**config.mk**
```make
export PLATFORM = sky130hd
export DESIGN_NAME = pipe_reg
export DESIGN_NICKNAME = d
export VERILOG_FILES = /design/src/rtl/pipe_pkg.sv /design/src/rtl/pipe_stage.sv /design/src/rtl/pipe_reg.sv
export SDC_FILE = /design/constraint.sdc
export NUM_CORES = 1
export LEC_CHECK = 0
export CORE_ASPECT_RATIO = 0.5
export CORE_MARGIN = 10
export CORE_UTILIZATION = 35
export DETAILED_ROUTE_END_ITERATION = 8
export RECOVER_POWER = 50
export SYNTH_ARGS = -nofsm -noshare
export SYNTH_HDL_FRONTEND = slang
export SYNTH_SLANG_ARGS = --single-unit
```
**constraint.sdc**
```tcl
create_clock -name CLK -period 2.2 [get_ports CLK]
set_input_delay 0.55 -clock CLK [delete_from_list [all_inputs] [get_ports CLK]]
set_output_delay 0.55 -clock CLK [all_outputs]
set_load 0.03 [all_outputs]
```
**src/rtl/pipe_pkg.sv**
```systemverilog
// Shared constants and helpers for the elastic pipeline register.
// Default word width and depth, and the width of the occupancy count.
package pipe_pkg;

  localparam int DEF_WIDTH = 5;
  localparam int DEF_DEPTH = 4;

  // Bits needed to hold a value in 0..depth (ceil log2 of depth+1).
  function automatic int cnt_w(input int depth);
    return $clog2(depth + 1);
  endfunction

endpackage

```
**src/rtl/pipe_stage.sv**
```systemverilog
// One elastic pipeline stage: a valid bit plus a WIDTH-bit data register.
// State updates on the falling edge of CLK; RST clears everything at once.
// flush drops the valid bit but keeps the data; data only reloads when the
// upstream word is valid, so an empty stage keeps its last loaded value.
module pipe_stage
  import pipe_pkg::*;
#(
  parameter int WIDTH = DEF_WIDTH
) (
  input  logic             CLK,
  input  logic             RST,
  input  logic             load,
  input  logic             flush,
  input  logic             up_valid,
  input  logic [WIDTH-1:0] up_data,
  output logic             valid,
  output logic [WIDTH-1:0] data
);

  // Load from upstream when allowed, hold otherwise; flush empties the stage.
  always_ff @(negedge CLK or posedge RST) begin
    if (RST) begin
      valid <= 1'b0;
      data  <= '0;
    end else if (flush) begin
      valid <= 1'b0;
    end else if (load) begin
      valid <= up_valid;
      if (up_valid) begin
        data <= up_data;
      end
    end
  end

endmodule

```
**src/rtl/pipe_reg.sv**
```systemverilog
// Elastic pipeline register: DEPTH pipe_stage instances under valid/ready
// flow control with bubble collapsing and synchronous flush.
// Handshake: a word moves across an interface at a falling edge exactly
// when valid and ready are both 1 there; valid never waits on ready.
// Optional feature: define PIPE_REG_COUNT_EN to add the COUNT port
// (number of occupied stages).
module pipe_reg
  import pipe_pkg::*;
#(
  parameter int WIDTH = DEF_WIDTH,
  parameter int DEPTH = DEF_DEPTH
) (
  input  logic             CLK,
  input  logic             RST,
  input  logic [WIDTH-1:0] D,
  input  logic             IN_VALID,
  output logic             IN_READY,
  output logic [WIDTH-1:0] Q,
  output logic             OUT_VALID,
  input  logic             OUT_READY,
  input  logic             FLUSH
`ifdef PIPE_REG_COUNT_EN
  ,
  output logic [cnt_w(DEPTH)-1:0] COUNT
`endif
);

  logic [DEPTH-1:0] v;
  logic [WIDTH-1:0] d [DEPTH];
  logic [DEPTH:0]   r;

  // Ready chain: a stage can load if it is empty or its successor can load,
  // which is what lets bubbles close up behind a stalled output.
  always_comb begin
    r        = '0;
    r[DEPTH] = OUT_READY;
    for (int i = DEPTH - 1; i >= 0; i--) begin
      r[i] = !v[i] || r[i+1];
    end
  end

  assign IN_READY  = r[0] && !FLUSH;
  assign Q         = d[DEPTH-1];
  assign OUT_VALID = v[DEPTH-1];

  for (genvar i = 0; i < DEPTH; i++) begin : g_stage
    logic             up_v;
    logic [WIDTH-1:0] up_d;
    if (i == 0) begin : g_head
      assign up_v = IN_VALID;
      assign up_d = D;
    end else begin : g_body
      assign up_v = v[i-1];
      assign up_d = d[i-1];
    end
    pipe_stage #(.WIDTH(WIDTH)) u_stage (
      .CLK      (CLK),
      .RST      (RST),
      .load     (r[i]),
      .flush    (FLUSH),
      .up_valid (up_v),
      .up_data  (up_d),
      .valid    (v[i]),
      .data     (d[i])
    );
  end

`ifdef PIPE_REG_COUNT_EN
  localparam int CW = cnt_w(DEPTH);

  // Occupancy: popcount of the stage valid bits.
  always_comb begin
    COUNT = '0;
    for (int i = 0; i < DEPTH; i++) begin
      COUNT = COUNT + CW'(v[i]);
    end
  end
`endif

endmodule

```
; ---- Yosys cells after proc, flatten, opt, wreduce, memory -nomap -nowiden
; Index checks and enable logic that the tools add are counted.
[word_totals]
ff_bits = 24
latchBits = 0
ram_bits = 0
rom_bits = 0
inputBits = 10
output_inout_bits = 7
wordCells = 35
n_memories = 0
[op_classes]
add_sub_neg = 0
n_mul = 0
div_mod_pow = 0
order_cmp = 0
eq_ne = 0
shifts = 0
n_mux = 8
bitwise_logic = 1
reduce_logical = 18
[op_table]
columns = op, count
row1 = $reduce_and A3 Y1, 4
row2 = $mux W1, 8
row3 = $reduce_bool A2 Y1, 4
row4 = $logic_not A1 Y1, 5
row5 = $logic_or A1 B1 Y1, 4
row6 = $logic_and A1 B1 Y1, 1
row7 = $not A1 Y1, 1

; ---- Logic depth before layout (Yosys ltp)
[depth]
depth_word = 7
depth_mapped = 4
depth_no_buf = 3

; ---- Hierarchy
; A second synthesis with hierarchy kept.
[hier_totals]
cells_unflattened = 66
area_unflattened_um2 = 1099.8
[modules_own_cells]
columns = module, n_inst, cells_each, area_per_inst_um2, seq_area_each_um2
row1 = pipe_stage, 4, 15, 262.8, 150.1
row2 = pipe_reg, 1, 6, 48.8, 0.0

==> flow_summary.toml <==
[hold_path]
hp-start = "g_stage[2].u_stage.data[0]"
min_path_type = "register to register"
min_delay_path_depth = 1
holdPathEnd = "g_stage[3].u_stage.data[0]"

[grt]
grt_overflow = 0
antenna_found_initial = 0
use_met2_pct = 12.8
grt-busiest-layer = "met2"
grt_pass1_vias = 684
grtUsageMet1_pct = 8.86
grt.met3_usage_pct = 4.17
track_usage_pct = 8.11
grt_pass1_wl_um = 3390
grt_max_degree = 25

[yosys]
async_flop_share_pct = 100
yosysSeqAreaShare_pct = 62.3
synth_top_area_share_pct = 62.3
synth-seq-cells = 24
synth.most_common_cell = "dfrtn_1"
synth_cell_types = 14
netlist_top_cells_count = "dfrtn_1 (24), mux2_2 (15), nor2_1 (6)"
syn_avg_cell_area_um2 = 14.8
synthFlopType = "dfrtn_1"
synth_top_area_cell = "dfrtn_1"
syn-instance-count = 65
syn_area_um2 = 963
yosysWarnings = 0
mappedNetlistNets = 75
synth_area_leaders = "dfrtn_1 (62%), mux2_2 (18%), mux2_4 (7.8%)"
synth-edff-count = 0

[setup_path]
end_kind = "primary output"
r2r_cells = 6
r2r_setup_slack_ns = 0.53
r2r_start = "g_stage[2].u_stage.valid"
critPathLaunchType = "register"
cp_max_fo = 2
rr_endpoint = "g_stage[0].u_stage.data[3]"
critical_path_class = "register to primary output"
critPathRequiredTime_ns = 1.65
cp.arrival_ns = 2.33

[floorplan]
die-area_um2 = 5380
die_w_um = 94.2
row_count = 13
io_pins = 17
start_util_pct = 36.8
die_h_um = 57.1
coreArea_um2 = 2620

[finish]
nets = 107
area_growth_pct = 43.9
layout.area.seq_um2 = 601
antennaDiodeCount = 0
multi_input_area_um2 = 409
drive_above_1_share_pct = 56.8
fill_cells = 223

[drt]
vias_per_cell = 4.52
num_vias = 596
wl_per_cell_um = 14.6
antenna_left = 0
drt_iter0_drc = 9
routed_wl_um = 1930
drc = 0
drtPass1Iterations = 3

[clock_tree]
clk_pin_slew_ns = 0.05
cts_buffers = 3
cts_tree = "yes"
cts_max_level = 1
root_buffer = "clkbuf_8"
cts_buffer_depth = 2
clock-sinks = 24
clk_latency_ns = 0.27

[sta]
fin_tns_setup_ns = -9.34
hold_viol = 0
slew-limit-headroom_pct = 65.6
final_max_slew_viol_count = 0
worst_pin_slew_ns = 0.516
rsz0062_at_grt = "true"
finClkSkew_ns = 0.00357
layout_setup_ws_ns = -0.683
setup_viol = 29

[job]
cap_violations = 0

[run_status]
violations = "negative setup slack"
status = "finished, violations left"

[pwr]
total_power_mw = 1.26
cellPowerDensity_nw_per_um2 = 910
ir_worst_vdd_mv = 0.335
leakagePower_nw = 0.668

[placed_design]
hpwl_um = 1420
gp_congestion = 0.668
pre_cts_ws_ns = -1.17
port_buffers = 16
-- what timing repair did --
item / CTS / global route
gates resized for setup: 29 / 6
setup endpoints to repair: 31 / 28
hold buffers: 0 / 0
pin swaps: 7 / 3
buffers inserted: 5 / 2
-- worst max-delay path by stage --
stage                             start                          to  slack (ns)  cells after the start
6_report       g_stage[2].u_stage.valid                    IN_READY       -0.68                      4
5_1_grt        g_stage[2].u_stage.valid                    IN_READY       -0.72                      4
4_1_cts        g_stage[2].u_stage.valid                    IN_READY       -0.70                      4
3_5_place_dp                  OUT_READY  g_stage[1].u_stage.data[3]       -1.17                      4
3_3_place_gp                  OUT_READY  g_stage[1].u_stage.data[0]       -1.12                      4
2_1_floorplan                 OUT_READY  g_stage[1].u_stage.data[0]       -0.59                      4
-- worst max-delay path: stages (launching register included) --
cell and delay, ns:
dfrtn_1 0.42, and4b_4 0.26, buf_6 0.10, a21oi_2 0.04
buf_6 0.13
-- flip-flops by register name, indices dropped and copies added, names as in the netlist --
| name | count |
|---|---|
| g_stage.u_stage.data | 20 |
| g_stage.u_stage.valid | 4 |
-- area by class of cell --
class / instances / share of cell area (%)
Clock buffer: 3 / 2.98
Inverter: 2 / 0.542
Sequential cell: 24 / 43.3
Timing Repair Buffer: 30 / 20.3
Tap cell: 37 / 3.34
Multi-Input combinational cell: 36 / 29.5
-- stage by stage --
step           instances  cell area [um^2]  hold slack (ns)  util (%)
6_report             132              1390            0.453      52.9
5_1_grt              132              1390            0.473      52.9
4_1_cts              130              1360            0.457      52.1
3_5_place_dp         122              1210            0.456      46.4
3_3_place_gp         122              1210            0.450      46.4
2_1_floorplan         65               991            0.435         -
-- cells by family after synthesis --
group	count (synthesis)	synth area share [%]
and+or+nand+nor	11	6.88
buffers and inverters	5	2.08
muxes	20	25.3
DFF	24	62.3
AOI/OAI and AO/OA	5	3.38
-- cells in the final DEF, fill, tap and decap left out, types with 2 or more instances in the layout --
cell type        count
mux2_4              13
clkbuf_8             3
or3b_4               2
buf_6               12
a21oi_2              2
nor2_1               6
dfrtn_1             24
mux2_2               7
buf_2                2
inv_1                2
clkdlybuf4s50_1      6
buf_4                9
-- per-layer routing --
metal | routed length (um) | vias to the layer above
li1 | - | 285
met1 | 808 | 294
met2 | 930 | 13
met3 | 154 | 4
met4 | 36 | 0
met5 | 0 | -
-- report_power, final --
part / leakage (nW) / switching (mW) / internal [mW]
sequential: 0.298 / 0.0693 / 0.567
combinational: 0.349 / 0.147 / 0.227
clock: 0.0216 / 0.130 / 0.122
total: 0.668 / 0.346 / 0.915
Power figures use the tool's default switching activity.
